<file path="src/rtl/alu_pkg.sv">
// Shared types and constants for the ALU issue stage: FSM states,
// condition-code encodings and NZCV flag bit positions.
package alu_pkg;

    typedef enum logic [1:0] {
        ST_IDLE = 2'd0,
        ST_EXEC = 2'd1,
        ST_WB   = 2'd2
    } state_t;

    localparam logic [3:0] COND_EQ = 4'd0;
    localparam logic [3:0] COND_NE = 4'd1;
    localparam logic [3:0] COND_CS = 4'd2;
    localparam logic [3:0] COND_CC = 4'd3;
    localparam logic [3:0] COND_MI = 4'd4;
    localparam logic [3:0] COND_PL = 4'd5;
    localparam logic [3:0] COND_VS = 4'd6;
    localparam logic [3:0] COND_VC = 4'd7;
    localparam logic [3:0] COND_HI = 4'd8;
    localparam logic [3:0] COND_LS = 4'd9;
    localparam logic [3:0] COND_GE = 4'd10;
    localparam logic [3:0] COND_LT = 4'd11;
    localparam logic [3:0] COND_GT = 4'd12;
    localparam logic [3:0] COND_LE = 4'd13;
    localparam logic [3:0] COND_AL = 4'd14;
    localparam logic [3:0] COND_NV = 4'd15;

    localparam int FLAG_N = 3;
    localparam int FLAG_Z = 2;
    localparam int FLAG_C = 1;
    localparam int FLAG_V = 0;

endpackage

</file>
<file path="src/rtl/alu_cond_check.sv">
// Combinational condition-code evaluation against the NZCV flags.
module alu_cond_check
    import alu_pkg::*;
(
    input  logic [3:0] cond,
    input  logic [3:0] flags,
    output logic       pass
);

    logic n, z, c, v;

    always_comb begin
        n    = flags[FLAG_N];
        z    = flags[FLAG_Z];
        c    = flags[FLAG_C];
        v    = flags[FLAG_V];
        pass = 1'b0;
        case (cond)
            COND_EQ: pass = z;
            COND_NE: pass = !z;
            COND_CS: pass = c;
            COND_CC: pass = !c;
            COND_MI: pass = n;
            COND_PL: pass = !n;
            COND_VS: pass = v;
            COND_VC: pass = !v;
            COND_HI: pass = c && !z;
            COND_LS: pass = !(c && !z);
            COND_GE: pass = (n == v);
            COND_LT: pass = (n != v);
            COND_GT: pass = !z && (n == v);
            COND_LE: pass = !(!z && (n == v));
            COND_AL: pass = 1'b1;
            COND_NV: pass = 1'b0;
            default: pass = 1'b0;
        endcase
    end

endmodule

</file>
<file path="src/rtl/alu_issue_stage.sv">
// Three-cycle issue stage: register-file read, external ALU execute, write-back.
// Define ALU_ISSUE_COND_EN to enable conditional execution; otherwise every instruction runs as AL.
//
// state   | meaning
// IDLE    | ready; capture instruction and operands on handshake
// EXEC    | operands held on port_A/port_B; ALU result registered at end
// WB      | condition check, register write, wb_valid pulse, flag update
module alu_issue_stage
    import alu_pkg::*;
#(
    parameter logic [3:0] RST_FLAGS = 4'b0000
) (
    input  logic        clk,
    input  logic        rst_n,
    input  logic        in_valid,
    output logic        in_ready,
    input  logic [1:0]  in_OP,
    input  logic [3:0]  in_cmd,
    input  logic [3:0]  in_cond,
    input  logic        in_S,
    input  logic        in_wen,
    input  logic [3:0]  in_rd,
    input  logic [3:0]  in_rn,
    input  logic [3:0]  in_rm,
    input  logic        in_imm_sel,
    input  logic [31:0] in_imm,
    output logic [31:0] port_A,
    output logic [31:0] port_B,
    output logic [3:0]  cmd,
    output logic [1:0]  OP,
    input  logic [31:0] ALU_output,
    input  logic [3:0]  ALU_Flags,
    output logic        wb_valid,
    output logic [3:0]  wb_rd,
    output logic [31:0] wb_data,
    output logic [3:0]  flags_q,
    input  logic [3:0]  dbg_addr,
    output logic [31:0] dbg_data
);

    state_t      state_q, state_d;
    logic [31:0] regs [16];
    logic [3:0]  rd_q;
    logic        s_q;
    logic        wen_q;
    logic [31:0] res_q;
    logic [3:0]  alu_flags_q;
    logic [3:0]  cond_eff;
    logic        cond_pass;
    logic        accept;
    logic        commit;

    assign accept   = in_valid && in_ready;
    assign commit   = (state_q == ST_WB) && cond_pass;
    assign wb_valid = commit && wen_q;
    assign wb_rd    = rd_q;
    assign wb_data  = res_q;
    assign dbg_data = regs[dbg_addr];

`ifdef ALU_ISSUE_COND_EN
    logic [3:0] cond_q;

    always_ff @(posedge clk or negedge rst_n) begin
        if (!rst_n) begin
            cond_q <= COND_AL;
        end else if (accept) begin
            cond_q <= in_cond;
        end
    end

    assign cond_eff = cond_q;
`else
    logic unused_cond;
    assign unused_cond = ^in_cond;
    assign cond_eff    = COND_AL;
`endif

    // Evaluated against flags_q before this instruction's own flag update.
    alu_cond_check u_cond_check (
        .cond  (cond_eff),
        .flags (flags_q),
        .pass  (cond_pass)
    );

    always_ff @(posedge clk or negedge rst_n) begin
        if (!rst_n) begin
            state_q <= ST_IDLE;
        end else begin
            state_q <= state_d;
        end
    end

    always_comb begin
        state_d  = state_q;
        in_ready = 1'b0;
        case (state_q)
            ST_IDLE: begin
                in_ready = 1'b1;
                if (in_valid) state_d = ST_EXEC;
            end
            ST_EXEC: state_d = ST_WB;
            ST_WB:   state_d = ST_IDLE;
            default: state_d = ST_IDLE;
        endcase
    end

    always_ff @(posedge clk or negedge rst_n) begin
        if (!rst_n) begin
            port_A      <= '0;
            port_B      <= '0;
            cmd         <= '0;
            OP          <= '0;
            rd_q        <= '0;
            s_q         <= 1'b0;
            wen_q       <= 1'b0;
            res_q       <= '0;
            alu_flags_q <= '0;
            flags_q     <= RST_FLAGS;
        end else begin
            if (accept) begin
                port_A <= regs[in_rn];
                port_B <= in_imm_sel ? in_imm : regs[in_rm];
                cmd    <= in_cmd;
                OP     <= in_OP;
                rd_q   <= in_rd;
                s_q    <= in_S;
                wen_q  <= in_wen;
            end
            if (state_q == ST_EXEC) begin
                res_q       <= ALU_output;
                alu_flags_q <= ALU_Flags;
            end
            if (commit && s_q) begin
                flags_q <= alu_flags_q;
            end
        end
    end

    always_ff @(posedge clk or negedge rst_n) begin
        if (!rst_n) begin
            for (int i = 0; i < 16; i++) regs[i] <= '0;
        end else if (commit && wen_q) begin
            regs[rd_q] <= res_q;
        end
    end

endmodule

</file>
<file path="config.mk">
export PLATFORM = sky130hd
export DESIGN_NAME = alu_issue_stage
export DESIGN_NICKNAME = d
export VERILOG_FILES = /design/src/rtl/alu_pkg.sv /design/src/rtl/alu_cond_check.sv /design/src/rtl/alu_issue_stage.sv
export SDC_FILE = /design/constraint.sdc
export NUM_CORES = 1
export LEC_CHECK = 0
export CAP_MARGIN = 20
export CORE_MARGIN = 10
export CORE_UTILIZATION = 36
export CTS_CLUSTER_DIAMETER = 60
export DETAILED_ROUTE_END_ITERATION = 6
export MAX_ROUTING_LAYER = met4
export SLEW_MARGIN = 20
export SYNTH_ARGS = -nofsm -noshare
export SYNTH_HDL_FRONTEND = slang
export SYNTH_SLANG_ARGS = --single-unit
export TNS_END_PERCENT = 30
</file>
<file path="constraint.sdc">
create_clock -name clk -period 4.2 [get_ports clk]
set_clock_uncertainty 0.05 [all_clocks]
set_input_delay 1.26 -clock clk [delete_from_list [all_inputs] [get_ports clk]]
set_output_delay 1.26 -clock clk [all_outputs]
set_load 0.02 [all_outputs]
</file>
==> metrics <==
status complete, but fails checks; failing checks setup timing; Clock Pin Slew Worst Setup and Hold Paths 50 ps; cell mode on critical path buf_6; Logic pwr share 27.9%; sequence of cells on the critical path buf_16 > buf_12 > buf_6 > buf_6 > mux4_2 > mux4_2 > buf_6; global-route wire length before repair 184000 microns; Final ANT Viol Nets 0; Hold Path Class flip-flop to flip-flop; relative slew slack 25.5%; most common cell after layout, fill and taps aside dfrtp_1; RSZ-0062 raised after global routing true; crit path DAT 3020 ps; Max clock buf depth 3; crit path launch dbg_addr[0]; CTS tree built; Clock Latency Late Sink 670 ps; Bufs and invs on worst path 5; fin cells 3936; gr usage total 22.7%; Root Buffer clkbuf_16; DIE WIDTH 334 microns; CP required 2890 ps; Seq pwr share 42.1%; slack of the critical path -129 ps; Mapped Area 35500 sq um; sequential fraction of the synthesis area 44.5%; initial antenna violation count 4; Slew Limit Fails 0; sw frac 32.9%; most frequent cells in the layout dfrtp_1 (630), mux2_2 (557), mux4_2 (314); area grow syn2layout 21.1%; CP top delay family multiplexers; die area 111000 sq um; Initial Util 36.2%; I/O pins 244; number of global-route vias before repair 26200; post-layout min period 4330 ps; Buffers on Ports 239; fmax 231 MHz; post-DR vias/cell 6.25; chip height 334 microns; Post-CTS Hold Fix Bufs 0; Core ar. 98000 sq um; pwr dens 556 nW/um^2; Leak 0.0191 uW; Remaining Overflow, GRT 0; DRC 0; RR Startpoint state_q[0]; power share of the clock group 30.0%; Net Sw Power 7870 uW; layout cell share with drive strength beyond 1 46.2%; Inst Count DP 3777; Placement Cell Area 39900 sq um; DRT Pass-1 Iters 7; MaxCap Viol Count 0; first-iteration detailed-routing DRC count 2394; critical path launch point type input pin; CTS H-tree depth 3; routability cong. 0.886; routed length per placed instance 31.9 microns; Post-Synthesis Cells 2354; Int Power 16000 uW; Yosys warning total 0; Layout Nets 2685; Final Cycle Share 103%; critical path type input pin to output pin; Vias 24600; post-layout instance area 42900 sq um; worst slew pin tran 1110 ps; Final setup viols 31; Synth cell types 44; syn nets 2454; Worst setup EP type output pin; Post-DP HPWL 79200 microns; largest net degree at the start of global routing 117; crit-path max cell delay 610 ps; Num CTS Buffers 81; final wirelength 126000 microns; worst-path fanout max 6; clock sink total 630; synthesized flop and latch total 630; Fin. Hold Viols 0; Rows 115; syn avg cell area 15.1 sq um; hold_sp OP[0]; Worst VDD drop 0.290 mV; CP max stage cell mux4_2
area by class of cell:
class                           instances  area [sq um]
Inverter                                2          7.51
Clock buffer                          106          2240
Multi-Input combinational cell       1486         18700
Timing Repair Buffer                  384          4160
Antenna cell                            2          5.00
Clock inverter                         39           490
Tap cell                             1287          1610
Fill cell                            8659         55000
Sequential cell                       630         15800
cell usage after synthesis:
master,number,area share (%)
nor2_4,2,0.064
or3b_1,1,0.025
o21ai_1,1,0.014
mux4_4,1,0.071
and2_0,1,0.018
or3_1,1,0.018
nand2_1,44,0.47
buf_4,27,0.57
nor3_4,1,0.046
and3b_1,2,0.049
inv_1,1,0.011
nand2b_1,4,0.071
nor2b_1,6,0.11
mux2_2,557,18
clkbuf_4,1,0.021
nor3_1,1,0.014
inv_2,1,0.011
mux4_1,15,1.1
nor2_1,7,0.074
nand3_1,21,0.30
clkbuf_1,103,1.1
a21oi_1,19,0.27
nor3b_1,1,0.021
and2_1,2,0.035
nand3b_1,3,0.064
and3_1,33,0.58
dfrtp_1,630,44
o31ai_1,1,0.021
mux4_2,314,20
buf_1,8,0.085
mux2i_1,237,6.7
buf_8,1,0.042
a32oi_1,24,0.59
buf_2,90,1.3
o211ai_1,19,0.40
nor2_2,1,0.018
nor3_2,1,0.028
a2bb2oi_1,1,0.025
a221oi_1,13,0.32
buf_6,6,0.19
or3b_4,1,0.032
mux2_1,15,0.48
a22oi_1,93,2.0
o21ai_0,43,0.61
worst paths after layout:
path | end | slack (ps) | depth (start not counted)
max in group asynchronous | regs[0] | 2450 | 3
setup reg to reg | regs[234] | 1280 | 5
setup / recovery | dbg_data[19] | -130 | 7
hold / removal | OP[0] | 420 | 2
min in group asynchronous | alu_flags_q[3] | 490 | 1
hold reg to reg | OP[0] | 420 | 2
power groups by stage:
stage	registers [uW]	clock network (uW)	logic [uW]
2_1_floorplan	9350	0	4380
3_3_place_gp	9940	0	6480
3_5_place_dp	10100	0	6630
4_1_cts	9970	7290	6700
5_1_grt	10300	7530	7080
6_report	10100	7170	6670
per-stage QoR:
| step | hold WS (ps) | power [uW] | util (%) | TNS, ps | setup slack (ps) |
|---|---|---|---|---|---|
| 6_report | 424 | 23900 | 43.8 | -1740 | -129 |
| 5_1_grt | 444 | 24900 | 43.8 | -2550 | -146 |
| 4_1_cts | 426 | 24000 | 43.8 | -1760 | -125 |
| 3_5_place_dp | 411 | 16700 | 40.7 | -13900 | -498 |
| 3_3_place_gp | 402 | 16400 | 40.7 | -13460 | -495 |
| 2_1_floorplan | 389 | 13700 | - | -358 | -17.9 |
state kept, by name, indices dropped and copies added, names as in the netlist:
name	flops
cmd	4
alu_flags_q	4
wb_data	32
OP	2
port_A	32
wen_q	1
port_B	32
state_q	2
wb_rd	4
flags_q	4
regs	512
s_q	1
repair_timing:
action / 4_1_cts / 5_1_grt
buffers inserted: 6 / 4
gates resized for setup: 187 / 13
setup endpoints to repair: 32 / 30
cloned: 4 / 1
logic make-up after synthesis:
kind of cell / Yosys count / synth area share, %
multiplexers: 1139 / 46.0
flip-flops: 630 / 44.5
buffers and inverters: 238 / 3.29
AO/OA/AOI/OAI: 214 / 4.22
AND/OR/NAND/NOR: 133 / 2.03
worst register-to-register path: stages (launching register included):
cell and delay, ps:
dfrtp_1 430, and3b_1 330, or3b_4 470, nor2_4 680
buf_4 450, mux2_2 400
layer usage:
layer / wire (microns) / track usage (%)
met5: 0 / -
met4: 4740 / 8.87
met3: 10300 / 4.89
met2: 59800 / 35.6
met1: 50700 / 28.7
Power figures use the tool's default switching activity.
